--- src/rtl/updown_counter_pkg.sv ---
// Shared constants for the up/down counter: direction encoding and legal width range.
package updown_counter_pkg;

  typedef enum logic {
    DIR_DOWN = 1'b0,
    DIR_UP   = 1'b1
  } dir_e;

  localparam int SIZE_MIN = 2;
  localparam int SIZE_MAX = 32;

endpackage

--- src/rtl/updown_counter_next.sv ---
// Combinational next-count and boundary-pulse logic for updown_counter.
// The saturate input is tied low by the top unless UPDOWN_COUNTER_SATURATE_EN is defined.
module updown_counter_next
  import updown_counter_pkg::*;
#(
  parameter int Size = 5
) (
  input  logic [Size-1:0] count,
  input  logic            load,
  input  logic [Size-1:0] load_value,
  input  logic            enable,
  input  logic            up,
  input  logic [Size-1:0] limit,
  input  logic            saturate,
  output logic [Size-1:0] next_count,
  output logic            next_terminal
);

  localparam logic [Size-1:0] ONE = Size'(1);

  always_comb begin
    next_count    = count;
    next_terminal = 1'b0;
    if (load) begin
      next_count = load_value;
    end else if (enable) begin
      if (up == DIR_UP) begin
        // A count already above limit is treated as a boundary, so it never runs past the modulus.
        if (count < limit) begin
          next_count = count + ONE;
        end else begin
          next_count    = saturate ? limit : '0;
          next_terminal = 1'b1;
        end
      end else begin
        if (count != '0) begin
          next_count = count - ONE;
        end else begin
          next_count    = saturate ? '0 : limit;
          next_terminal = 1'b1;
        end
      end
    end
  end

endmodule

--- src/rtl/updown_counter.sv ---
// Modulo-(limit+1) up/down counter with synchronous load and a registered boundary pulse.
// Define UPDOWN_COUNTER_SATURATE_EN to add the saturate input (hold at the boundary instead of wrapping).
module updown_counter
  import updown_counter_pkg::*;
#(
  parameter int Size       = 5,
  parameter int ResetValue = 0
) (
  input  logic            clock,
  input  logic            reset,
`ifdef UPDOWN_COUNTER_SATURATE_EN
  input  logic            saturate,
`endif
  input  logic            enable,
  input  logic            up,
  input  logic            load,
  input  logic [Size-1:0] load_value,
  input  logic [Size-1:0] limit,
  output logic [Size-1:0] count,
  output logic            terminal
);

  localparam logic [Size-1:0] RESET_COUNT = Size'(ResetValue);

  if (Size < SIZE_MIN || Size > SIZE_MAX) begin : g_bad_size
    $error("updown_counter: Size out of range");
  end
  if (ResetValue < 0 || longint'(ResetValue) >= (64'sd1 <<< Size)) begin : g_bad_reset
    $error("updown_counter: ResetValue does not fit in Size bits");
  end

  logic            sat_mode;
  logic [Size-1:0] next_count;
  logic            next_terminal;

`ifdef UPDOWN_COUNTER_SATURATE_EN
  assign sat_mode = saturate;
`else
  assign sat_mode = 1'b0;
`endif

  updown_counter_next #(.Size(Size)) u_next (
    .count         (count),
    .load          (load),
    .load_value    (load_value),
    .enable        (enable),
    .up            (up),
    .limit         (limit),
    .saturate      (sat_mode),
    .next_count    (next_count),
    .next_terminal (next_terminal)
  );

  always_ff @(posedge clock or negedge reset) begin
    if (!reset) begin
      count    <= RESET_COUNT;
      terminal <= 1'b0;
    end else begin
      count    <= next_count;
      terminal <= next_terminal;
    end
  end

endmodule

--- config.mk ---
export PLATFORM = sky130hd
export DESIGN_NAME = updown_counter
export DESIGN_NICKNAME = d
export VERILOG_FILES = /design/src/rtl/updown_counter_pkg.sv /design/src/rtl/updown_counter_next.sv /design/src/rtl/updown_counter.sv
export SDC_FILE = /design/constraint.sdc
export NUM_CORES = 1
export LEC_CHECK = 0
export BUFFER_PORTS_ARGS = -buffer_cell sky130_fd_sc_hd__buf_2
export CORE_AREA = 4 4 41 43
export DETAILED_ROUTE_END_ITERATION = 8
export DIE_AREA = 0 0 45 47
export HOLD_SLACK_MARGIN = 0.06
export PLACE_DENSITY_LB_ADDON = 0.3
export SLEW_MARGIN = 20
export SYNTH_ARGS = -nofsm -noshare
export SYNTH_HDL_FRONTEND = slang
export SYNTH_SLANG_ARGS = --single-unit
--- constraint.sdc ---
create_clock -name clock -period 4.1 [get_ports clock]
set_clock_uncertainty 0.2 [all_clocks]
set_input_delay 0 -clock clock [delete_from_list [all_inputs] [get_ports clock]]
set_output_delay 0 -clock clock [all_outputs]
set_load 0.05 [all_outputs]
==> results_dict.tcl, run 1 <==
set metrics [dict create \
    cp.required_ns 4.04 \
    boundaryPins 21 \
    cts-root-buf "clkbuf_4" \
    rsz0062_at_grt "false" \
    clk_latency_ns 0.25 \
    critical-path-max-stage-delay_ns 0.57 \
    grt_pass1_wl_mm 2.898 \
    initial_core_util_pct 45.87 \
    antenna_cells 0 \
    drt-initial-drc-count 9 \
    wl_mm 1.712 \
    finalCritPeriodShare_pct 67.16 \
    finalPower_mw 0.2602 \
    fillCellCount 110 \
    h-tree-depth 1 \
    startpoint_type "flop" \
    cts_buffers 3 \
    hold_path.class "in -> reg" \
    grt_max_degree 13 \
    drv_cap 0 \
    syn_avg_cell_area_um2 7.555 \
    worstMarginPinSlew_ns 0.4813 \
    grt_pass1_vias 662 \
    crit_family "simple AND/OR/NAND/NOR gates" \
    setup_viol 0 \
    drc 0 \
    cts_resized 0 \
    clk_path_buf_depth 2 \
    ant_nets 0 \
    ys_seq_area_share_pct 25.16 \
    port_buffers 20 \
    status "finished clean" \
    drt-pass1-iter-count 4 \
    multi_input_area_um2 395.4 \
    synth_cell_types 28 \
    cp_slowest_cell "or4b_1" \
    synth_warnings 0 \
    syn_area_um2 596.8 \
    fmax_mhz 363.2 \
    die_w_um 45 \
    hold_ws_ns 0.1996 \
    cts_sinks 6 \
    final_layout_size_suffix_gt1_share_pct 20.34 \
    drv_slew 0 \
    synthCells 79 \
    synth_fp_nets 100 \
    vdd_ir_drop_max_v 0.0001575 \
    coreArea_um2 1301 \
    antenna_found_initial 0 \
    stdcell_area_um2 913.4 \
    fin_tns_setup_ns 0 \
    globalplace.congestion 0.8632 \
    rows 13 \
    period_minus_slack_ns 2.754 \
    path_buf_inv 2 \
    path_class "reg -> reg" \
    regArea_um2 150.1 \
    grt-ovfl-total 0 \
    p_leak_nw 0.4406 \
    cts_tree "done" \
    vias_per_cell 5.188 \
    critPathCaptureType "flop" \
    die_h_um 47 \
    cpMostUsedCell "nor2_1" \
    p_per_area_nw_per_um2 284.9 \
    drt-wirelength-per-cell_um 12.87 \
    cp_max_fo 8 \
    ys_ff_latch 6 \
    crit_chain "inv_1 -> ha_1 -> or4b_1 -> nor2_1 -> o31ai_1 -> a21oi_1 -> nor2_1 -> dlygate4sd3_1" \
    syn_to_final_growth_pct 53.04 \
    layout.nets 141 \
    dpl_cell_area_um2 690.7 \
    dp_hpwl_mm 1.121 \
    hold_viol 0 \
    grt.total_usage_pct 19.21 \
    vias 690 \
    cp.arrival_ns 2.69 \
    slew_headroom_pct 67.76 \
    clk_pin_slew_ns 0.05 \
    die-area_um2 2115 \
]
==> cells in the final DEF (no fill, tap or decap) <==
master,count
and3_1,1
xor2_1,1
nor2_1,13
o22ai_1,1
dlygate4sd3_1,20
nand2b_1,3
ha_1,6
a32oi_1,1
a31oi_1,4
nand3_1,2
buf_2,20
o21ai_0,2
o31a_1,1
or2_2,1
nor3_1,1
nand3b_1,1
a211o_1,2
nor3b_1,1
a21oi_1,6
or4b_1,1
o31ai_1,2
o221ai_1,1
xnor2_1,3
nor2b_1,2
dfrtp_1,6
inv_1,7
nand2_1,6
clkbuf_4,3
==> cells by family (layout without fill, tap and decap cells) <==
group                    after synthesis  count (layout)  synth area share [%]
AO/OA/AOI/OAI                         20              20                 21.80
XOR/XNOR                               4               4                 5.871
adder cells (fa/ha/maj)                6               6                 12.58
buffers and inverters                 11              50                 8.596
flip-flops                             6               6                 25.16
AND/OR/NAND/NOR                       32              32                 26.00
==> stage by stage <==
stage               std cells  setup WS, ns  utilization, %
finish                    133         1.346           70.19
global route              133         1.182           70.19
CTS                       133         1.434           70.19
detailed placement        110         1.971           53.08
global placement          110         1.950           53.08
floorplan                  79         1.872               -
==> report_power, final <==
part	internal [mW]	leakage (nW)	switching [mW]
logic	0.0557	0.355	0.0649
registers	0.0657	0.0722	0.0152
clock network	0.0334	0.0138	0.0253
==> final timing paths <==
path,startpoint,end,slack [ns],cells past startpoint
max,count[0],count[2],1.35,8
min,limit[3],terminal,0.20,5
max reg2reg,count[0],count[2],1.35,8
min reg2reg,count[4],terminal,0.81,3
max in group asynchronous,reset,terminal,2.97,3
min in group asynchronous,reset,count[2],0.49,3
==> cells in the mapped netlist, drive strengths merged <==
library cell   n  area share, %
nor2          13            8.2
inv            7            4.4
a21oi          6            5.0
dfrtp          6             25
ha             6             13
nand2          6            3.8
a31oi          4            4.2
buf            3            3.6
nand2b         3            3.1
xnor2          3            4.4
a211o          2            2.9
nand3          2            1.7
nor2b          2            2.1
o21ai          2            1.7
o31ai          2            2.5
a32oi          1            1.5
and3           1            1.0
clkbuf         1           0.63
nand3b         1            1.3
nor3           1           0.84
nor3b          1            1.3
o221ai         1            1.5
o22ai          1            1.0
o31a           1            1.5
or2            1            1.0
or4b           1            1.7
xor2           1            1.5
==> timing repair <==
item                                   in CTS  in global routing
setup buffers                               0                  0
endpoints found under the hold margin      12                  0
hold buffers                               20                  0
==> registers in the layout, summed over array words and instances (netlist names) <==
signal    cells
count         5
terminal      1
==> cell type report <==
class	instances	share of cell area (%)
clock buffers	3	2.466
inverters	7	2.877
flip-flops and latches	6	16.44
repair buffers	40	32.88
well taps	15	2.055
multi-input cells	62	43.29
==> tightest hold or removal path, delay by kind of cell <==
| kind | cells | cell delay [ns] |
|---|---|---|
| buf+inv | 2 | 0.16 |
| simple gates | 1 | 0.13 |
| compound gates | 1 | 0.18 |
| fa+ha+maj | 1 | 0.13 |
==> per-layer routing <==
metal  routed length [um]  vias up  GRT usage [%]
met4                   27        0          7.018
met5                    0        -              0
li1                     -      354              -
met3                  100        2          3.448
met1                  761      312          23.96
met2                  822       22          33.05
No activity file was read; power rests on OpenSTA's default activity.
==> inputs of run 2 (changes only) <==
--- a/config.mk
+++ b/config.mk
@@ -5,10 +5,11 @@
 export SDC_FILE = /design/constraint.sdc
 export NUM_CORES = 1
 export LEC_CHECK = 0
+export ABC_AREA = 1
 export BUFFER_PORTS_ARGS = -buffer_cell sky130_fd_sc_hd__buf_2
-export CORE_AREA = 4 4 41 43
+export CORE_MARGIN = 4
+export CORE_UTILIZATION = 44
 export DETAILED_ROUTE_END_ITERATION = 8
-export DIE_AREA = 0 0 45 47
 export HOLD_SLACK_MARGIN = 0.06
 export PLACE_DENSITY_LB_ADDON = 0.3
 export SLEW_MARGIN = 20
==> constraint.sdc (replaced) <==
create_clock -name clock -period 2.3 [get_ports clock]
set_clock_uncertainty 0.2 [all_clocks]
set_input_delay 0 -clock clock [delete_from_list [all_inputs] [get_ports clock]]
set_output_delay 0 -clock clock [all_outputs]
set_load 0.05 [all_outputs]
==> results_dict.tcl, run 2 <==
set metrics [dict create \
    antenna_cells 0 \
    crit_chain "dlygate4sd3_1 -> buf_2 -> inv_1 -> nor2_1 -> dlygate4sd3_1 -> nor2_1 -> dlygate4sd3_1 -> nand2_1 -> nand2_1" \
    drv_cap 0 \
    min_path_cells 7 \
    crit_path_start "load" \
    wl_mm 2.133 \
    hold_path.class "in -> reg" \
    p_leak_nw 0.5730 \
    synth_fp_nets 122 \
    use_met1_pct 28.47 \
    final_common_cell "nand2_1" \
    drt-pass1-iter-count 4 \
    mostFrequentLayoutCells "36 x nand2_1, 24 x dlygate4sd3_1, 20 x buf_2, 14 x inv_1, 10 x nor2_1" \
    period_minus_slack_ns 2.230 \
    met2_usage_pct 37.64 \
    clk_latency_ns 0.25 \
    die_w_um 46.60 \
    coreArea_um2 1350 \
    initial_core_util_pct 48.56 \
    synth_ff_type "dfrtp_1" \
    die-area_um2 2172 \
    startpoint_type "input pin" \
    syn_to_final_growth_pct 59.54 \
    synth_cell_types 17 \
    drt-wirelength-per-cell_um 13.09 \
    cts_sinks 6 \
    path_buf_inv 5 \
    largest_reg_flops 5 \
    cts_buffers 3 \
    cts_setup_buffers 0 \
    rr_worst_depth 10 \
    dpl_cell_area_um2 770.7 \
    cts_tree "done" \
    clk_path_buf_depth 2 \
    finalCritPeriodShare_pct 96.98 \
    synth_common_cells "36 x nand2_1, 14 x inv_1, 10 x nor2_1" \
    synthCells 101 \
    r2r_start "count[0]" \
    hold_path_startpoint "limit[1]" \
    rsz0062_at_grt "false" \
    cp.required_ns 2.24 \
    rows 13 \
    top_usage_layer "met2" \
    worstReg2RegEnd "count[0]" \
    ant_nets 0 \
    reg2reg_slack_ns 0.14 \
    h-tree-depth 1 \
    clk_pin_slew_ns 0.05 \
    syn_avg_cell_area_um2 6.491 \
    globalplace.congestion 0.8207 \
    ys_ff_latch 6 \
    cp.arrival_ns 2.18 \
    hold_viol 0 \
    path_class "in -> reg" \
    ys_top_cells_by_area "dfrtp_1 23%, nand2_1 21%, ha_1 11%" \
    reg_top3 "count (5), terminal (1)" \
    yosysMostFrequentCell "nand2_1" \
    p_per_area_nw_per_um2 518.4 \
    drv_slew 0 \
    placed_cells 136 \
    grt-ovfl-total 0 \
    netlist.area_leader.share_pct 22.90 \
    syn_area_um2 655.6 \
    worst-path-stages 9 \
    final_layout_size_suffix_gt1_share_pct 20.95 \
    vdd_ir_drop_max_v 0.0002714 \
    grt_pass1_vias 778 \
    stdcell_area_um2 1046 \
    top_register "count" \
    antenna_found_initial 0 \
    fmax_mhz 448.3 \
    status "finished clean" \
    die_h_um 46.60 \
    yosysTopAreaCell "dfrtp_1" \
    critical-path-max-stage-delay_ns 0.57 \
    dp_hpwl_mm 1.258 \
    met3_usage_pct 5.078 \
    cts-root-buf "clkbuf_4" \
    utilization_pct 77.48 \
    drt-initial-drc-count 19 \
    grt_pass1_wl_mm 3.456 \
    cpMostUsedCell "dlygate4sd3_1" \
    final_cells 163 \
    boundaryPins 21 \
    layout.nets 171 \
    ys_seq_area_share_pct 22.90 \
    setup_viol 0 \
    critPathCaptureType "flop" \
    vias 846 \
    grt.total_usage_pct 22.88 \
    fin_tns_setup_ns 0 \
    cp_max_fo 7 \
    fillCellCount 107 \
    cp-endpoint "count[1]" \
    slew_headroom_pct 67.62 \
    crit_family "buffers and inverters" \
    synth_edf_count 0 \
    async_flop_share_pct 100.0 \
    port_buffers 20 \
    worstMarginPinSlew_ns 0.4840 \
    drc 0 \
    cp_slowest_cell "dlygate4sd3_1" \
    grt_max_degree 10 \
    vias_per_cell 5.190 \
    synth_warnings 0 \
]
==> run 2: area by class of cell <==
cell class	instances	area (um2)	share of cell area [%]
clock buffer	3	22.52	2.153
inverter	17	63.81	6.100
multi-input combinational	77	442.9	42.34
sequential	6	150.1	14.35
tap	15	18.77	1.794
timing repair buffer	45	347.8	33.25
==> run 2: worst register-to-register path, delay by kind of cell (launching register included) <==
| kind | cells | cell delay, ns |
|---|---|---|
| buffers and inverters | 2 | 0.74 |
| flip-flops | 1 | 0.45 |
| AO/OA/AOI/OAI | 1 | 0.06 |
| AND/OR/NAND/NOR | 6 | 0.41 |
| adder cells (fa/ha/maj) | 1 | 0.19 |
==> run 2: report_power, final <==
| group | switching, mW | internal, mW | leakage (nW) |
|---|---|---|---|
| clock network | 0.0441 | 0.0594 | 0.0138 |
| registers | 0.0247 | 0.118 | 0.0746 |
| logic | 0.171 | 0.125 | 0.485 |
| total | 0.240 | 0.303 | 0.573 |
==> run 2: cells by family after synthesis <==
group	share of synthesized area (%)
xor+xnor	5.344
buf+inv	11.45
compound gates	7.632
flops	22.90
simple gates	41.22
fa+ha+maj	11.45
==> run 2: worst min path at each step <==
stage / end
3_3_place_gp: count[3]
3_5_place_dp: count[4]
2_1_floorplan: count[0]
5_1_grt: count[1]
6_report: count[1]
4_1_cts: count[1]
==> run 2: timing repair <==
action,4_1_cts,5_1_grt
hold buffers,25,0
resized for setup,0,2
hold endpoints to repair,12,0
setup endpoints to repair,0,5
==> run 2: layer usage <==
layer	share of wire (%)	vias up	wire (um)
met5	0	-	0
met4	3.9	0	84
met3	7.1	13	151
met2	49	36	1044
met1	40	382	853
li1	-	415	-
==> run 2: through the flow <==
step | hold slack [ns] | power (mW) | worst slack, ns
after global routing | 0.1295 | 0.5805 | 0.008610
after floorplan | -0.4956 | 0.3209 | 0.3161
after CTS | 0.07198 | 0.5201 | 0.08414
final | 0.05714 | 0.5423 | 0.06953
after global placement | -0.3706 | 0.3746 | 0.4857
after detailed placement | -0.3703 | 0.3787 | 0.4224
